==> src/rtl/mem_arbiter.sv <==
// mem_arbiter: two-requester (fetch / data) arbiter in front of a single-port memory.
//   clk, rst (async, active-low)
//   if_req/if_addr            -> if_gnt, if_rvalid, if_rdata, if_stall   (fetch, read-only)
//   dm_req/dm_we/dm_addr/dm_wdata -> dm_gnt, dm_rvalid, dm_rdata, dm_stall (data, read/write)
//   mem_memR/mem_memWR/mem_addR/mem_addWR/mem_dataWR, mem_dataR          (shared memory port)
// Each transaction is grant -> access -> response; a new grant may overlap the response.
// Define ARB_RR_EN to alternate the winner under contention; otherwise dm always wins.
module mem_arbiter #(
  parameter int ADDR_W = 12,
  parameter int DATA_W = 16
) (
  input  logic              clk,
  input  logic              rst,
  input  logic              if_req,
  input  logic [ADDR_W-1:0] if_addr,
  output logic              if_gnt,
  output logic              if_rvalid,
  output logic [DATA_W-1:0] if_rdata,
  input  logic              dm_req,
  input  logic              dm_we,
  input  logic [ADDR_W-1:0] dm_addr,
  input  logic [DATA_W-1:0] dm_wdata,
  output logic              dm_gnt,
  output logic              dm_rvalid,
  output logic [DATA_W-1:0] dm_rdata,
  output logic              if_stall,
  output logic              dm_stall,
  output logic              mem_memR,
  output logic              mem_memWR,
  output logic [ADDR_W-1:0] mem_addR,
  output logic [ADDR_W-1:0] mem_addWR,
  output logic [DATA_W-1:0] mem_dataWR,
  input  logic [DATA_W-1:0] mem_dataR
);
  typedef enum logic [1:0] {IDLE, ACC, RESP} state_t;
  state_t state_q, state_d;
  logic win_dm_q, we_q, arb, gnt, pick_dm;
  logic [ADDR_W-1:0] addr_q;
  logic [DATA_W-1:0] wdata_q, rdata_q;
  // Grants are suppressed while reset is held so nothing leaks out combinationally.
  assign arb = rst && state_q != ACC;
  assign gnt = arb && (if_req || dm_req);
`ifdef ARB_RR_EN
  // prio_dm_q set means dm wins the next contended cycle; it flips to the loser after every grant.
  logic prio_dm_q;
  assign pick_dm = dm_req && (!if_req || prio_dm_q);
  always_ff @(posedge clk or negedge rst)
    if (!rst) prio_dm_q <= 1'b1;
    else if (gnt) prio_dm_q <= !pick_dm;
`else
  assign pick_dm = dm_req;
`endif
  always_ff @(posedge clk or negedge rst)
    if (!rst) state_q <= IDLE;
    else state_q <= state_d;
  always_comb state_d = gnt ? ACC : state_q == ACC ? RESP : IDLE;
  always_comb begin
    if_gnt    = gnt && !pick_dm;
    dm_gnt    = gnt && pick_dm;
    if_stall  = if_req && !if_gnt;
    dm_stall  = dm_req && !dm_gnt;
    mem_memR  = state_q == ACC && !we_q;
    mem_memWR = state_q == ACC && we_q;
    if_rvalid = state_q == RESP && !win_dm_q;
    dm_rvalid = state_q == RESP && win_dm_q;
  end
  always_ff @(posedge clk or negedge rst)
    if (!rst) begin
      win_dm_q <= 1'b0;
      we_q     <= 1'b0;
      addr_q   <= '0;
      wdata_q  <= '0;
      rdata_q  <= '0;
    end else begin
      if (gnt) begin
        win_dm_q <= pick_dm;
        we_q     <= pick_dm && dm_we;
        addr_q   <= pick_dm ? dm_addr : if_addr;
        wdata_q  <= pick_dm ? dm_wdata : wdata_q;
      end
      if (mem_memR) rdata_q <= mem_dataR;
    end
  assign mem_addR   = addr_q;
  assign mem_addWR  = addr_q;
  assign mem_dataWR = wdata_q;
  assign if_rdata   = rdata_q;
  assign dm_rdata   = rdata_q;
endmodule

==> config.mk <==
export PLATFORM = sky130hd
export DESIGN_NAME = mem_arbiter
export DESIGN_NICKNAME = d
export VERILOG_FILES = /design/src/rtl/mem_arbiter.sv
export SDC_FILE = /design/constraint.sdc
export NUM_CORES = 1
export LEC_CHECK = 0
export ABC_AREA = 1
export CAP_MARGIN = 40
export CELL_PAD_IN_SITES_DETAIL_PLACEMENT = 1
export CELL_PAD_IN_SITES_GLOBAL_PLACEMENT = 1
export CORE_MARGIN = 5
export CORE_UTILIZATION = 27
export CTS_BUF_LIST = sky130_fd_sc_hd__clkbuf_16
export DETAILED_ROUTE_END_ITERATION = 12
export GPL_TIMING_DRIVEN = 0
export PLACE_DENSITY = 0.88
export SLEW_MARGIN = 10
export SYNTH_ARGS = -nofsm -noshare
export SYNTH_HDL_FRONTEND = slang
export SYNTH_SLANG_ARGS = --single-unit
==> constraint.sdc <==
create_clock -name clk -period 1.5 [get_ports clk]
set_clock_uncertainty 0.05 [all_clocks]
set_input_delay 0.15 -clock clk [delete_from_list [all_inputs] [get_ports clk]]
set_output_delay 0.15 -clock clk [all_outputs]
set_load 0.02 [all_outputs]
==> results of run 1 <==
state kept, by name (all words and copies together) (netlist names):
register,cells
win_dm_q,1
dm_rdata,16
mem_addR,12
we_q,1
mem_dataWR,16
state_q,2
how the worst min path moves through the flow:
stage / cells after the start / end / slack (ps)
floorplan: 0 / dm_rdata[0] / -200
finish: 2 / dm_rdata[15] / -290
global route: 2 / dm_rdata[13] / -280
global placement: 2 / mem_dataWR[11] / 410
CTS: 2 / dm_rdata[13] / -290
detailed placement: 1 / dm_rdata[13] / 130
area by class of cell:
cell class	count	area, µm²	area share, %
Clock buffer	5	125.1	2.771
Sequential cell	48	1202	26.63
Multi-Input combinational cell	185	948.4	21.00
Inverter	10	40.04	0.8867
Buffer	45	381.6	8.451
Clock inverter	3	90.09	1.995
Timing Repair Buffer	158	1589	35.19
Tap cell	111	138.9	3.076
layout by cell type (no fill, tap or decap), types with 2 or more instances in the layout:
cell type and count:
nand2_1 128, o21ai_0 17, buf_12 3, nor2_4 3, inv_1 6, nand2_8 2, dfrtp_1 47, nand4_1 16
buf_8 4, buf_2 5, buf_6 8, dlymetal6s2s_1 15, inv_2 3, bufinv_16 3, clkbuf_16 5, clkdlybuf4s50_1 76
nand3_1 2, dlygate4sd2_1 39, nand3_2 10, buf_4 48
where the power goes:
| group | total (mW) | internal, mW | switching (mW) | leakage (nW) |
|---|---|---|---|---|
| sequential | 1.77 | 1.57 | 0.199 | 0.596 |
| clock | 1.61 | 1.12 | 0.487 | 0.104 |
| combinational | 2.44 | 1.20 | 1.24 | 1.75 |
| total | 5.82 | 3.89 | 1.93 | 2.45 |
logic make-up (layout without fill, tap and decap cells):
kind of cell           Yosys count  count (layout)  synth area share (%)
flip-flops                      48              48                 48.63
buffers and inverters           56             221                 15.40
AND/OR/NAND/NOR                167             167                 32.27
AO/OA/AOI/OAI                   18              18                 3.698
through the flow:
stage	utilization, %	setup TNS (ps)	hold WS, ps	power, mW
finish	49.81	-109.0	-287.9	5.824
global route	49.81	-322.7	-284.2	6.126
CTS	48.36	-226.9	-288.6	5.888
detailed placement	44.29	-12760	134.6	4.337
global placement	44.13	-132780	407.3	4.244
floorplan	-	0	-195.6	3.023
routing by layer:
layer  GRT usage, %  part of all wire, %  vias up  wire (µm)
met5              0                    0        -          0
met4          4.440                  1.6        0        140
met3          4.532                  7.2       10        628
met2          28.60                   52      100       4513
met1          17.57                   40     1209       3451
li1               -                    -     1217          -
repair_timing:
item	CTS	global route
gates cloned	1	0
setup buffers	11	5
resized for setup	101	35
pin swaps	4	1
setup endpoints to repair	65	22
endpoints found under the hold margin	48	35
==> out/summary.log, run 1 <==
INFO  die            die_width=105.6µm
INFO  worst_setup_path r2r_cells=6
INFO  worst_setup_path reg2reg_slack=100ps
INFO  logic_synthesis netlist_instances=289
INFO  worst_setup_path cp_endpoint=if_stall
INFO  worst_setup_path timing.rr.end=mem_dataWR[2]
INFO  logic_synthesis post_synth.cell_area_avg=8.546µm²
INFO  die            die_height=105.6µm
INFO  sta            setup_viol=2
INFO  worst_setup_path worst-path-max-fanout=5
INFO  worst_setup_path max_stage_delay=370ps
INFO  logic_synthesis syn_nets=350
INFO  drt            drc=0
INFO  logic_synthesis number_of_synthesized_flops_with_an_enable_pin=0
INFO  clock_network  root_buffer=clkbuf_16
INFO  clock_network  clock-sinks=48
INFO  finish         layout.nets=514
INFO  finish         n_antenna_cell=0
INFO  sta            maxClockFrequency=640.2MHz
INFO  logic_synthesis yosysTopAreaCellShare=48.63%
INFO  placement      detailed_place_hpwl=6.759mm
INFO  worst_setup_path endpoint_kind=primary output
INFO  worst_setup_path startpoint_type=flop
INFO  clock_network  cts_htree_levels=2
INFO  worst_setup_path timing.critical_path.required=1300ps
INFO  logic_synthesis netlist.top_cell.by_area=dfrtp_1
INFO  die            die_area=11160µm²
INFO  worst_setup_path critical_path.n_buffers_inverters=4
INFO  run_status     run_status=complete, but fails checks
INFO  die            boundaryPins=141
INFO  sta            final_hold_viol_count=35
INFO  finish         final_non_filler_cell_area=4516µm²
INFO  drt            drt.antenna.violating_nets=0
INFO  finish         final-instance-count-excl-fill=565
INFO  grt            grt.overflow.total=0
INFO  logic_synthesis netlist_area=2470µm²
INFO  min_path       hold_path.class=primary input to async pin
INFO  worst_setup_path crit_path_start=state_q[1]
INFO  logic_synthesis synth.yosys.warnings=0
INFO  sta            slew_headroom=73.44%
INFO  sta            max_slew.worst_pin.slew=398.3ps
INFO  worst_setup_path criticalPathCategory=flop to primary output
INFO  worst_setup_path arrival=1360ps
INFO  worst_setup_path cell_family_with_the_largest_share_of_critical_path_delay=buffers and inverters
INFO  grt            grtUsageTotal=15.64%
INFO  placement      io_buffers=139
INFO  grt            antenna_found_initial=0
INFO  sta            setup_repair_after_global_routing_missed_its_margin=yes
INFO  run            drv_cap=0
INFO  drt            num_vias=2536
INFO  clock_network  tritoncts.num_buffers=5
INFO  logic_synthesis synth.area.top_cells=dfrtp_1 49%, nand2_1 20%, buf_4 10%, nand3_2 4.1%, nand4_1 4.1%
INFO  clock_network  path_clk_slew=60ps
INFO  logic_synthesis synth_cell_type_count=21
INFO  finish         area_grow_syn2layout=82.83%
INFO  drt            first_iter_violations=41
INFO  sta            hold-worst-slack=-287.9ps
INFO  worst_setup_path rr_startpoint=state_q[0]
INFO  clock_network  hold_buffers=1
INFO  logic_synthesis yosys.cell_count.top_type=nand2_1
INFO  drt            postRouteWirelength=8.733mm
INFO  placement      routabilityCongestion=0.7257
INFO  worst_setup_path critical_path.cell_chain=inv_2 -> nand2_8 -> buf_8 -> buf_12 -> a31oi_4 -> buf_6
INFO  clock_network  clock_latency=280ps
INFO  die            design.core.area=9065µm²
INFO  grt            largest_net_degree_at_the_start_of_global_routing=27
INFO  logic_synthesis postSynthRegisterBits=48
INFO  sta            layout_min_cycle_time=1562ps
INFO  clock_network  clock_tree.buffer_depth=2
INFO  grt            first_pass_grt_wire_length=13.96mm
INFO  clock_network  tritoncts_clock_tree=built
INFO  logic_synthesis ys_top_cells_by_count=130 x nand2_1, 48 x dfrtp_1, 33 x buf_4
INFO  logic_synthesis postSynth.topFlopCell=dfrtp_1
INFO  pwr            p_leak=2.447nW
INFO  placement      numPlacedInstances=540
INFO  placement      placedInstanceArea=4015µm²
INFO  logic_synthesis synth.yosys.seq_area_share=48.63%
INFO  worst_setup_path slowest_stage=dfrtp_1
INFO  pwr            power.ir.vdd_worst=0.5200mV
INFO  grt            first_global_vias=2762
INFO  pwr            power_density=1290nW/µm²
INFO  finish         fill_cells=1055
INFO  finish         drive_above_1_share=23.57%
INFO  drt            routed_via_density=4.488
INFO  drt            routed_wire_length_per_instance=15.46µm
INFO  die            floorplan.initialDensity=27.25%
INFO  die            floorplan_row_count=35
INFO  drt            drt_pre_antenna_iters=4
INFO  worst_setup_path timing.critical_path.depth=6
INFO  logic_synthesis ys_async_sr_fraction=100.0%
INFO  sta            timing.final.crit_share=104.1%
INFO  run_status     violations=negative hold slack, negative setup slack
INFO  placement      pre_cts_slack=-954.0ps
INFO  sta            report.final.slew_viol_count=0
INFO  sta            final.setup.worst_slack=-61.99ps
Power figures use the tool's default switching activity.
==> run 2: changes to the inputs <==
--- a/config.mk
+++ b/config.mk
@@ -6,7 +6,7 @@
 export NUM_CORES = 1
 export LEC_CHECK = 0
 export ABC_AREA = 1
-export CAP_MARGIN = 40
+export CAP_MARGIN = 20
 export CELL_PAD_IN_SITES_DETAIL_PLACEMENT = 1
 export CELL_PAD_IN_SITES_GLOBAL_PLACEMENT = 1
 export CORE_MARGIN = 5
@@ -15,6 +15,7 @@
 export DETAILED_ROUTE_END_ITERATION = 12
 export GPL_TIMING_DRIVEN = 0
 export PLACE_DENSITY = 0.88
+export SKIP_LAST_GASP = 1
 export SLEW_MARGIN = 10
 export SYNTH_ARGS = -nofsm -noshare
 export SYNTH_HDL_FRONTEND = slang
==> run 2 against run 1 <==
The flow still finishes with violations (negative hold slack, negative setup slack). Count of clock-buffer cells in the layout is the same. Sequential power about the same. Flip-flop and latch count is the same. Critical path depth did not move. Wire length up 1.1%. Clock power hardly changed. Combinational power is essentially flat. Non-clock buffer count is 3 higher. Register-to-register slack about the same. Die area is the same. Worst hold slack improved by 280 ps. Critical path type unchanged. Largest power group unchanged. Highest routed layer unchanged.
==> out/summary.log, run 2 (synthesized netlist as in run 1, its figures left out) <==
INFO  worst_setup_path endpoint_kind=primary output
INFO  sta            max_slew.worst_pin.slew=607.5ps
INFO  drt            routed_via_density=4.505
INFO  clock_network  tritoncts.num_buffers=5
INFO  sta            hold-worst-slack=-5.986ps
INFO  worst_setup_path startpoint_type=flop
INFO  sta            maxClockFrequency=639.9MHz
INFO  die            floorplan_row_count=35
INFO  finish         final_non_filler_cell_area=4521µm²
INFO  grt            met3_usage=4.532%
INFO  sta            report.final.slew_viol_count=0
INFO  finish         layout_commonest_cell=nand2_1
INFO  placement      routabilityCongestion=0.7257
INFO  grt            antenna_found_initial=0
INFO  grt            grtUsageTotal=15.82%
INFO  placement      pre_cts_slack=-954.0ps
INFO  placement      io_buffers=139
INFO  finish         area_grow_syn2layout=83.03%
INFO  clock_network  clock-sinks=48
INFO  grt            grt.overflow.total=0
INFO  sta            final_hold_viol_count=14
INFO  die            die_area=11160µm²
INFO  worst_setup_path timing.critical_path.required=1300ps
INFO  grt            global_routing_usage_on_met2=28.55%
INFO  sta            final.setup.worst_slack=-62.78ps
INFO  die            die_height=105.6µm
INFO  drt            routed_wire_length_per_instance=15.55µm
INFO  sta            setup_repair_after_global_routing_missed_its_margin=yes
INFO  die            boundaryPins=141
INFO  worst_setup_path criticalPathCategory=flop to primary output
INFO  sta            layout_min_cycle_time=1563ps
INFO  grt            first_global_vias=2770
INFO  grt            first_pass_grt_wire_length=14.11mm
INFO  placement      placedInstanceArea=4015µm²
INFO  sta            slew_headroom=59.50%
INFO  worst_setup_path arrival=1360ps
INFO  die            floorplan.initialDensity=27.25%
INFO  pwr            p_leak=2.454nW
INFO  sta            timing.final.crit_share=104.2%
INFO  finish         layout.nets=517
INFO  placement      detailed_place_hpwl=6.759mm
INFO  run            drv_cap=0
INFO  clock_network  path_clk_slew=60ps
INFO  sta            setup_viol=3
INFO  grt            grt-busiest-layer=met2
INFO  die            design.core.area=9065µm²
INFO  clock_network  clock_latency=280ps
INFO  worst_setup_path worst-path-max-fanout=5
INFO  drt            drt.antenna.violating_nets=0
INFO  run_status     run_status=complete, but fails checks
INFO  finish         mostFrequentLayoutCells=128 x nand2_1, 76 x clkdlybuf4s50_1, 47 x dfrtp_1
INFO  grt            largest_net_degree_at_the_start_of_global_routing=25
INFO  pwr            power.ir.vdd_worst=0.5315mV
INFO  finish         drive_above_1_share=23.19%
INFO  drt            num_vias=2559
INFO  run_status     violations=negative hold slack, negative setup slack
INFO  min_path       hold_path.class=primary input to async pin
INFO  drt            first_iter_violations=34
INFO  pwr            power_density=1288nW/µm²
INFO  drt            postRouteWirelength=8.831mm
INFO  clock_network  cts_htree_levels=2
INFO  clock_network  tritoncts_clock_tree=built
INFO  clock_network  clock_tree.buffer_depth=2
INFO  clock_network  root_buffer=clkbuf_16
INFO  finish         final_util=49.87%
INFO  drt            drt_pre_antenna_iters=4
INFO  die            die_width=105.6µm
INFO  finish         n_antenna_cell=0
INFO  grt            grt.met1_usage=17.91%
INFO  drt            drc=0
[run 2: layout make-up]
| cell class | instances | area, µm² |
|---|---|---|
| clock buffer | 5 | 125.1 |
| fill | 1062 | 4544 |
| clock inverter | 3 | 90.09 |
| multi-input combinational | 185 | 938.4 |
| inverter | 10 | 40.04 |
| tap | 111 | 138.9 |
| sequential | 48 | 1202 |
| buffer | 45 | 379.1 |
| timing repair buffer | 161 | 1607 |
[run 2: worst paths after layout]
check / slack (ps) / endpoint / start / cells after the start
max in group asynchronous: 490 / state_q[0] / rst / 4
setup / recovery: -60 / if_stall / state_q[1] / 6
hold reg to reg: 420 / mem_dataWR[15] / mem_dataWR[15] / 2
setup reg to reg: 100 / mem_dataWR[13] / state_q[0] / 6
hold / removal: -6 / dm_rdata[13] / rst / 3
min in group clk: 270 / mem_addR[11] / dm_req / 6
[run 2: stage by stage]
stage / setup TNS (ps) / std cells / power (mW) / hold slack (ps)
floorplan: 0 / 289 / 3.023 / -195.6
global placement: -132780 / 539 / 4.244 / 407.3
detailed placement: -12760 / 540 / 4.337 / 134.6
CTS: -306.3 / 563 / 5.893 / 274.3
global route: -449.7 / 568 / 6.120 / 53.92
finish: -110.7 / 568 / 5.823 / -5.986
[run 2: metal layers]
layer  wire (µm)  part of all wire, %  vias to the layer above
met5           0                    0                        -
met4         172                  1.9                        0
met3         632                  7.2                       11
met2        4523                   51                      104
met1        3502                   40                     1220
li1            -                    -                     1224
[run 2: what timing repair did]
action	CTS	global route
endpoints found under the setup margin	65	22
hold buffers	4	0
pin swaps	4	1
setup buffers	11	5
endpoints found under the hold margin	48	0
resized for setup	98	32
cloned	1	0
[run 2: where the power goes]
| group | switching, mW | leakage [nW] | internal [mW] |
|---|---|---|---|
| registers | 0.199 | 0.596 | 1.57 |
| clock network | 0.487 | 0.104 | 1.12 |
| logic | 1.24 | 1.75 | 1.20 |
| total | 1.93 | 2.45 | 3.89 |
[run 2: critical path, cell delays in order (launching register included)]
cell	delay (ps)
dfrtp_1	370
inv_2	100
nand2_8	70
buf_8	130
buf_12	120
a31oi_4	130
buf_6	140
==> run 3: changes to the inputs <==
--- a/config.mk
+++ b/config.mk
@@ -5,12 +5,11 @@
 export SDC_FILE = /design/constraint.sdc
 export NUM_CORES = 1
 export LEC_CHECK = 0
-export ABC_AREA = 1
 export CAP_MARGIN = 20
 export CELL_PAD_IN_SITES_DETAIL_PLACEMENT = 1
 export CELL_PAD_IN_SITES_GLOBAL_PLACEMENT = 1
 export CORE_MARGIN = 5
-export CORE_UTILIZATION = 27
+export CORE_UTILIZATION = 28
 export CTS_BUF_LIST = sky130_fd_sc_hd__clkbuf_16
 export DETAILED_ROUTE_END_ITERATION = 12
 export GPL_TIMING_DRIVEN = 0
==> run 3 against run 2 <==
The run ends with negative setup slack left. Combinational power is 7% higher. Cell count is 25% lower. Worst setup slack worse by 14 ps. Clock power is 33% lower. Register-to-register slack worse by 160 ps. Total power is 5.2% lower. Sequential share of layout area is 2.3 points higher. Count of clock-buffer cells in the layout stayed put. Maximum frequency is 0.87% lower. Wire length is 25% lower. Synthesized cell count is 47% lower. Via count is 29% lower.
==> out/summary.log, run 3 <==
INFO  finish         n_antenna_cell=0
INFO  clock_network  clock_latency=280ps
INFO  sta            timing.final.crit_share=105.1%
INFO  finish         layout.nets=385
INFO  worst_setup_path worst-path-max-fanout=5
INFO  run            drv_cap=0
INFO  sta            setup_viol=28
INFO  placement      placedInstanceArea=3802µm²
INFO  sta            slew_headroom=39.96%
INFO  logic_synthesis ys_top_cells_by_count=48 x dfrtp_1, 48 x mux2_2, 29 x buf_4
INFO  pwr            power.ir.vdd_worst=0.6181mV
INFO  clock_network  clock_tree.buffer_depth=2
INFO  grt            largest_net_degree_at_the_start_of_global_routing=30
INFO  worst_setup_path timing.critical_path.depth=5
INFO  die            boundaryPins=141
INFO  worst_setup_path timing.critical_path.required=1300ps
INFO  grt            grt.overflow.total=0
INFO  grt            antenna_found_initial=0
INFO  worst_setup_path max_stage_delay=380ps
INFO  grt            global_routing_usage_on_met2=23.19%
INFO  logic_synthesis post_synth.cell_area_avg=14.70µm²
INFO  worst_setup_path slowest_stage=dfrtp_1
INFO  logic_synthesis netlist_instances=154
INFO  pwr            power=5.522mW
INFO  grt            grt-busiest-layer=met2
INFO  placement      io_buffers=139
INFO  die            die_area=9982µm²
INFO  clock_network  cts_htree_levels=2
INFO  grt            grtUsageTotal=13.18%
INFO  drt            postRouteWirelength=6.619mm
INFO  die            die_height=99.91µm
INFO  finish         drive_above_1_share=41.54%
INFO  sta            max_slew.worst_pin.slew=897.6ps
INFO  worst_setup_path endpoint_kind=primary output
INFO  die            design.core.area=7807µm²
INFO  min_path       worst_hold_path.num_cells=3
INFO  clock_network  tritoncts_clock_tree=built
INFO  logic_synthesis number_of_synthesized_flops_with_an_enable_pin=0
INFO  sta            setup_repair_after_global_routing_missed_its_margin=yes
INFO  die            floorplan_row_count=32
INFO  finish         area_grow_syn2layout=83.42%
INFO  logic_synthesis postSynth.topFlopCell=dfrtp_1
INFO  worst_setup_path critical_path.cell_chain=nand2b_4 -> buf_6 -> and3_4 -> buf_12 -> buf_8
INFO  worst_setup_path critical_path.n_buffers_inverters=3
INFO  min_path       hold_path.class=primary input to flop
INFO  clock_network  path_clk_slew=70ps
INFO  worst_setup_path startpoint_type=flop
INFO  placement      pre_cts_slack=-642.8ps
INFO  clock_network  root_buffer=clkbuf_16
INFO  finish         layout_commonest_cell=clkdlybuf4s50_1
INFO  drt            num_vias=1815
INFO  sta            hold-worst-slack=301.5ps
INFO  logic_synthesis netlist.top_cell.by_area=dfrtp_1
INFO  drt            first_iter_violations=13
INFO  pwr            p_leak=2.040nW
INFO  sta            final_hold_viol_count=0
INFO  worst_setup_path r2r_cells=6
INFO  grt            first_pass_grt_wire_length=10.57mm
INFO  die            floorplan.initialDensity=28.99%
INFO  placement      numPlacedInstances=396
INFO  worst_setup_path criticalPathCategory=flop to primary output
INFO  sta            maxClockFrequency=634.3MHz
INFO  logic_synthesis yosysTopAreaCellShare=53.07%
INFO  sta            layout_min_cycle_time=1576ps
INFO  logic_synthesis synth.yosys.warnings=0
INFO  placement      routabilityCongestion=0.7555
INFO  sta            report.final.slew_viol_count=0
INFO  grt            grt.met1_usage=15.33%
INFO  logic_synthesis synth.yosys.seq_area_share=53.07%
INFO  drt            drt_pre_antenna_iters=2
INFO  worst_setup_path cell_family_with_the_largest_share_of_critical_path_delay=flip-flops
INFO  placement      detailed_place_hpwl=5.237mm
INFO  finish         final_util=53.17%
INFO  logic_synthesis postSynthRegisterBits=48
INFO  sta            fin_tns_setup=-1269ps
INFO  die            die_width=99.91µm
INFO  logic_synthesis synth_cell_type_count=20
INFO  finish         final-instance-count-excl-fill=427
INFO  logic_synthesis netlist_area=2263µm²
INFO  run_status     run_status=complete, but fails checks
INFO  logic_synthesis ys_async_sr_fraction=100.0%
INFO  finish         seqCellArea=1201µm²
INFO  clock_network  clock-sinks=48
INFO  worst_setup_path arrival=1380ps
INFO  finish         final_non_filler_cell_area=4151µm²
INFO  drt            routed_via_density=4.251
INFO  pwr            power_density=1330nW/µm²
INFO  grt            first_global_vias=1969
INFO  finish         multi_input_combinational_cell_area=787.0µm²
INFO  clock_network  tritoncts.num_buffers=5
INFO  sta            final.setup.worst_slack=-76.48ps
INFO  grt            met3_usage=5.003%
INFO  drt            drt.antenna.violating_nets=0
INFO  finish         mostFrequentLayoutCells=74 x clkdlybuf4s50_1, 48 x mux2_2, 48 x dfrtp_1
INFO  drt            routed_wire_length_per_instance=15.50µm
INFO  logic_synthesis syn_nets=215
INFO  drt            drc=0
INFO  logic_synthesis synth.area.top_cells=dfrtp_1 53%, mux2_2 24%, buf_4 9.6%, mux2_4 5.3%, buf_6 1.5%
INFO  finish         fill_cells=821
INFO  run_status     violations=negative setup slack
run 3: cell types whose count changed after synthesis, moves of 4 or more:
cell     before  now
nand3_2      10    0
buf_4        33   29
nand2_1     130    1
buf_2         7    1
mux2_4        0    8
inv_1         9    3
nand4_1      16    0
mux2_2        0   48
o21ai_0      17    0
run 3: per-layer routing:
layer  vias up  share of wire (%)
met5         -                  0
met4         0               0.77
met3         5                 10
met2        98                 50
met1       871                 39
li1        841                  -
run 3: kinds of logic (layout without fill, tap and decap cells):
kind of cell / Yosys count / count (layout) / synth area share, %
muxes: 57 / 57 / 29.63
DFF: 48 / 48 / 53.07
buffers and inverters: 37 / 208 / 12.71
and+or+nand+nor: 9 / 9 / 2.930
AOI/OAI and AO/OA: 3 / 3 / 1.659
run 3: what timing repair did:
action | CTS | global route
gates cloned | 0 | 1
resized for setup | 67 | 36
hold endpoints to repair | 19 | 0
setup endpoints to repair | 67 | 42
hold buffers | 2 | 0
pin swaps | 2 | 1
setup buffers | 10 | 11
run 3: cell type report:
type | instances | area share [%]
well taps | 102 | 3.074
clock buffers | 5 | 3.014
plain buffers | 33 | 6.389
inverters | 3 | 0.2712
repair buffers | 164 | 38.94
flip-flops and latches | 48 | 28.93
multi-input cells | 69 | 18.96
clock inverters | 3 | 0.4219
run 3: worst register-to-register path, delay by kind of cell (launching register included):
family	cells	cell delay, ps
buffers and inverters	3	400
DFF	1	380
muxes	1	320
and+or+nand+nor	2	290
run 3: power breakdown:
| group | switching [mW] | internal (mW) | total, mW |
|---|---|---|---|
| Sequential | 0.224 | 1.61 | 1.84 |
| Clock | 0.462 | 0.615 | 1.08 |
| Combinational | 1.18 | 1.42 | 2.61 |
run 3: final timing paths:
| path | startpoint | to | slack (ps) |
|---|---|---|---|
| min in group asynchronous | rst | mem_addR[4] | 430 |
| setup reg to reg | state_q[1] | dm_rdata[14] | -60 |
| setup / recovery | state_q[1] | dm_gnt | -80 |
| hold reg to reg | mem_dataWR[8] | mem_dataWR[8] | 460 |
| max in group asynchronous | rst | mem_dataWR[9] | 280 |
| hold / removal | dm_req | mem_addR[0] | 300 |
